[src/rtl/cmp_share_arbiter.sv]
// Round-robin arbiter sharing one magnitude comparator (gt/lt/eq) among NREQ requesters.
// Build option: define CMP_SIGNED_EN for a two's-complement compare; unsigned otherwise.
module cmp_share_arbiter #(
    parameter int NREQ  = 4,
    parameter int WIDTH = 4,
    parameter int IDW   = 2
) (
    input  logic                   clk,
    input  logic                   rst,
    input  logic [NREQ-1:0]        req_valid,
    input  logic [NREQ*WIDTH-1:0]  req_a,
    input  logic [NREQ*WIDTH-1:0]  req_b,
    output logic [NREQ-1:0]        req_ready,
    output logic                   rsp_valid,
    output logic [IDW-1:0]         rsp_id,
    output logic                   rsp_gt,
    output logic                   rsp_lt,
    output logic                   rsp_eq,
    input  logic                   rsp_ready
);

    typedef enum logic [1:0] {S_IDLE, S_CMP, S_RESP} state_t;

    localparam logic [IDW:0]   NREQ_X  = (IDW+1)'(NREQ);
    localparam logic [IDW-1:0] LAST_ID = IDW'(NREQ - 1);

    state_t           r_state;
    state_t           w_state_next;
    logic [IDW-1:0]   r_ptr;
    logic [IDW-1:0]   r_id;
    logic [IDW-1:0]   r_rsp_id;
    logic [WIDTH-1:0] r_a;
    logic [WIDTH-1:0] r_b;
    logic             r_rsp_valid;
    logic             r_gt;
    logic             r_lt;
    logic             r_eq;

    logic [2*NREQ-1:0] w_dbl;
    logic [NREQ-1:0]   w_rot;
    logic [NREQ-1:0]   w_first;
    logic [IDW-1:0]    w_off_chain [NREQ+1];
    logic [IDW:0]      w_sum;
    logic [IDW-1:0]    w_winner;
    logic              w_any;
    logic [NREQ-1:0]   w_grant;
    logic              w_gt;
    logic              w_lt;
    logic              w_eq;

    // Rotate requests so bit 0 is the requester at ptr, then pick the first set bit.
    assign w_dbl = {req_valid, req_valid} >> r_ptr;
    assign w_rot = w_dbl[NREQ-1:0];
    assign w_off_chain[0] = '0;

    generate
        for (genvar gi = 0; gi < NREQ; gi++) begin : g_pri
            if (gi == 0) begin : g_first
                assign w_first[gi] = w_rot[gi];
            end else begin : g_rest
                assign w_first[gi] = w_rot[gi] & ~(|w_rot[gi-1:0]);
            end
            assign w_off_chain[gi+1] = w_off_chain[gi] | (w_first[gi] ? IDW'(gi) : '0);
        end
    endgenerate

    assign w_any    = |req_valid;
    assign w_sum    = {1'b0, r_ptr} + {1'b0, w_off_chain[NREQ]};
    assign w_winner = (w_sum >= NREQ_X) ? IDW'(w_sum - NREQ_X) : IDW'(w_sum);
    assign w_grant  = (r_state == S_IDLE && !rst && w_any) ? (NREQ'(1) << w_winner) : '0;

`ifdef CMP_SIGNED_EN
    assign w_gt = $signed(r_a) > $signed(r_b);
    assign w_lt = $signed(r_a) < $signed(r_b);
`else
    assign w_gt = r_a > r_b;
    assign w_lt = r_a < r_b;
`endif
    assign w_eq = (r_a == r_b);

    always_comb begin
        w_state_next = r_state;
        case (r_state)
            S_IDLE:  if (w_any) w_state_next = S_CMP;
            S_CMP:   w_state_next = S_RESP;
            S_RESP:  if (rsp_ready) w_state_next = S_IDLE;
            default: w_state_next = S_IDLE;
        endcase
    end

    always_ff @(posedge clk) begin
        if (rst) r_state <= S_IDLE;
        else     r_state <= w_state_next;
    end

    always_ff @(posedge clk) begin
        if (rst) begin
            r_ptr       <= '0;
            r_id        <= '0;
            r_a         <= '0;
            r_b         <= '0;
            r_rsp_id    <= '0;
            r_rsp_valid <= 1'b0;
            r_gt        <= 1'b0;
            r_lt        <= 1'b0;
            r_eq        <= 1'b0;
        end else begin
            case (r_state)
                S_IDLE: if (w_any) begin
                    r_id <= w_winner;
                    r_a  <= req_a[w_winner*WIDTH +: WIDTH];
                    r_b  <= req_b[w_winner*WIDTH +: WIDTH];
                end
                S_CMP: begin
                    r_gt        <= w_gt;
                    r_lt        <= w_lt;
                    r_eq        <= w_eq;
                    r_rsp_id    <= r_id;
                    r_rsp_valid <= 1'b1;
                end
                S_RESP: if (rsp_ready) begin
                    r_rsp_valid <= 1'b0;
                    r_ptr       <= (r_id == LAST_ID) ? '0 : r_id + IDW'(1);
                end
                default: ;
            endcase
        end
    end

    assign req_ready = w_grant;
    assign rsp_valid = r_rsp_valid;
    assign rsp_id    = r_rsp_id;
    assign rsp_gt    = r_gt;
    assign rsp_lt    = r_lt;
    assign rsp_eq    = r_eq;

endmodule

[config.mk]
export PLATFORM = sky130hd
export DESIGN_NAME = cmp_share_arbiter
export DESIGN_NICKNAME = d
export VERILOG_FILES = /design/src/rtl/cmp_share_arbiter.sv
export SDC_FILE = /design/constraint.sdc
export NUM_CORES = 1
export LEC_CHECK = 0
export ABC_AREA = 1
export CORE_MARGIN = 8
export CORE_UTILIZATION = 47
export DETAILED_ROUTE_END_ITERATION = 7
export HOLD_SLACK_MARGIN = 0.03
export PLACE_DENSITY = 0.85
export SLEW_MARGIN = 15
export SYNTH_ARGS = -nofsm -noshare
export SYNTH_HDL_FRONTEND = slang
export SYNTH_SLANG_ARGS = --single-unit
[constraint.sdc]
create_clock -name clk -period 4.6 [get_ports clk]
set_clock_uncertainty 0.2 [all_clocks]
set_input_delay 0.92 -clock clk [delete_from_list [all_inputs] [get_ports clk]]
set_output_delay 0.92 -clock clk [all_outputs]
set_load 0.05 [all_outputs]
==> run_results.csv <==
group,metric,value,unit
synth,yosysTopAreaCell,"dfxtp_1",
power,p_leak,0.857,nW
run,cap_violations,0,
power,p_sw_share,37.5,%
power,power.switching,0.000216,W
status,status,"finished clean",
drt,firstDrtPassIters,4,
clock_tree,numCtsBuffers,3,
synth,synth_warnings,0,
cells_and_area,multi_input_area,812,µm²
cells_and_area,drive_gt1_share,10.4,%
power,comb_power_share,46.0,%
critical_path,startpoint_type,"primary input",
synth,ys_seq_elements,20,
critical_path,timing.rr.end,"r_b[2]$_SDFFE_PP0P_",
global_route,grt_pass1_vias,1449,
critical_path,r2r-start,"r_ptr[0]$_SDFFE_PP0P_",
cells_and_area,antenna_cells,0,
synth,avgSynthCellArea,6.76,µm²
place,port_buffers,48,
sta,fin_crit_sh,94.3,%
cells_and_area,seq_area,400,µm²
synth,seq_area_frac_synth,30.8,%
synth,yosys-top-cells-count,"55 x nand2_1, 24 x nor2_1, 23 x nand3_1",
critical_path,worstPathRequired,3.48,ns
critical_path,worst-setup-path-type,"in -> out",
die,die_h,68.6,µm
global_route,overflow,0,
die,die_x,68.6,µm
die,row_count,19,
worst_hold_path,whs_path_depth,2,
sta,worst_slew_pin_slew,0.499,ns
cells_and_area,final_design_area_no_fill,1880,µm²
cells_and_area,nets,287,
power,ir_drop,0.000306,V
die,dieArea,4700,µm²
clock_tree,cts_tree,"built",
clock_tree,cts-htree-levels,1,
critical_path,critPathArrivalTime,3.22,ns
global_route,antenna_found_initial,0,
synth,synth_most_common_cell,"nand2_1",
sta,rsz0062_at_grt,"false",
synth,synthFlopType,"dfxtp_1",
worst_hold_path,hold_class,"reg -> reg",
synth,postSynth.asyncResetShare,0,%
sta,hold_viol,0,
clock_tree,cts_buffer_depth,2,
synth,yosys-top-cells-area,"dfxtp_1 31%, nand2_1 16%, nand3_1 8.9%, mux2i_1 7.7%, nor2_1 6.9%",
place,gp_congestion,0.827,
global_route,grtUsageTotal,15.5,%
clock_tree,cts_root_buf,"clkbuf_4",
worst_hold_path,min_to,"r_b[1]$_SDFFE_PP0P_",
place,dpl.cell_count,268,
drt,drtAntennaViolNets,0,
die,start_util,48.3,%
drt,vias_per_cell,5.17,
sta,setup_violations,0,
critical_path,cp-startpoint,"req_valid[3]",
sta,slew-limit-headroom,66.6,%
critical_path,r2r_cells,15,
power,p_clk_share,17.3,%
place,dp_hpwl,2720,µm
synth,synthCells,192,
synth,synth_edf_count,0,
power,p_int,0.000360,W
sta,worst_slack,0.263,ns
die,core,2690,µm²
synth,synth_top_area_share,30.8,%
drt,wl_per_cell,12.4,µm
sta,finalSetupTns,0,ns
cells_and_area,utilization,70.0,%
cells_and_area,fin_cells,272,
synth,synth.cell_area,1300,µm²
global_route,grt_max_degree,18,
synth,synth_cell_types,24,
cells_and_area,area_growth_syn_to_layout,44.8,%
clock_tree,cts_hold_buf,0,
clock_tree,clock_latency,0.30,ns
global_route,grt_pass1_wl,5800,µm
clock_tree,cts.sinks,20,
drt,post-route-drc-count,0,
sta,report.final.slew_viol_count,0,
power,power_density,306,nW/µm²
sta,fin_crit,4.34,ns
cells_and_area,fillers,232,
clock_tree,path_clk_slew,0.10,ns
place,dp_slack,0.191,ns
place,place_area,1840,µm²
synth,synth_fp_nets,237,
drt,wirelength,3380,µm
sta,max_freq,0.231,GHz
worst_hold_path,min-delay-start,"r_b[1]$_SDFFE_PP0P_",
critical_path,ff2ff_setup_slack,2.12,ns
drt,drt-initial-drc-count,126,
critical_path,critical_path.max_fanout,12,
power,seq_power_share,36.7,%
drt,vias,1405,
critical_path,cp-end-kind,"output pin",
die,io_pins,49,
## metal layers
layer  global-route usage [%]  up-vias  part of all wire (%)
met4                     2.81        0                  0.24
li1                         -      727                     -
met1                     17.6      637                    44
met3                     4.36        2                   5.4
met2                     28.3       39                    51
met5                        0        -                     0
## flip-flops by register name (all words and copies together), names as in the netlist
signal     cells
r_id           2
r_a            4
rsp_valid      1
r_ptr          2
r_b            4
rsp_gt         1
rsp_lt         1
rsp_id         2
rsp_eq         1
r_state        2
## worst max-delay path, stage by stage
cell and delay (ns):
clkdlybuf4s50_1 0.52, nand2_1 0.08, nand3_1 0.09, nand2_1 0.08, nand3_1 0.07, a21boi_0 0.08
ha_1 0.20, xnor2_1 0.24, inv_1 0.12, nand2_4 0.16, nand2_2 0.15, nor4_2 0.30
buf_12 0.19
## final cells by class
type,count,share of cell area [%]
repair buffers,50,28.5
well taps,31,2.06
clock buffers,4,1.93
inverters,15,3.06
flip-flops and latches,20,21.3
multi-input cells,152,43.2
## metrics by stage
step | hold WS (ns) | power [W]
after floorplan | 0.226 | 0.000387
after global placement | 0.244 | 0.000471
after detailed placement | 0.239 | 0.000477
after CTS | 0.260 | 0.000576
after global routing | 0.305 | 0.000619
final | 0.258 | 0.000576
## worst max path at each step
stage / to / slack, ns / cells past startpoint
finish: req_ready[0] / 0.26 / 13
global route: req_ready[0] / 0.06 / 13
CTS: req_ready[0] / 0.17 / 13
detailed placement: req_ready[0] / 0.19 / 13
global placement: req_ready[0] / 0.28 / 13
floorplan: req_ready[0] / 0.04 / 8
## kinds of logic (layout without fill, tap and decap cells)
family	count (synthesis)	count (layout)	synth area share (%)
xor gates and xnor gates	1	1	0.674
adders and majority gates	6	6	5.78
buffers and inverters	20	69	7.13
and+or+nand+nor	111	111	36.8
DFF	20	20	30.8
AOI/OAI and AO/OA	24	24	11.1
muxes	10	10	7.71
## power by group through the flow
stage,Clock [W],Sequential (W),Combinational (W)
2_1_floorplan,0,0.000237,0.000150
3_3_place_gp,0,0.000215,0.000256
3_5_place_dp,0,0.000215,0.000262
4_1_cts,0.000102,0.000211,0.000263
5_1_grt,0.000110,0.000214,0.000294
6_report,0.0000996,0.000211,0.000265
## cell usage in the layout, fill, tap and decap left out, types with 2 or more instances in the layout
| cell type | n |
|---|---|
| inv_2 | 2 |
| nor2_1 | 24 |
| o21ai_0 | 10 |
| clkbuf_4 | 3 |
| dfxtp_1 | 20 |
| nand3_1 | 23 |
| clkdlybuf4s50_1 | 44 |
| inv_1 | 12 |
| buf_4 | 2 |
| a21oi_1 | 7 |
| ha_1 | 6 |
| mux2i_1 | 10 |
| nand2_2 | 5 |
| a21oi_2 | 4 |
| nand2_1 | 55 |
| buf_12 | 4 |
## repair_timing
item                                    CTS  global route
resized for setup                         0             1
endpoints found under the setup margin    0             1
buffers inserted                          0             0
Power figures use the tool's default switching activity.
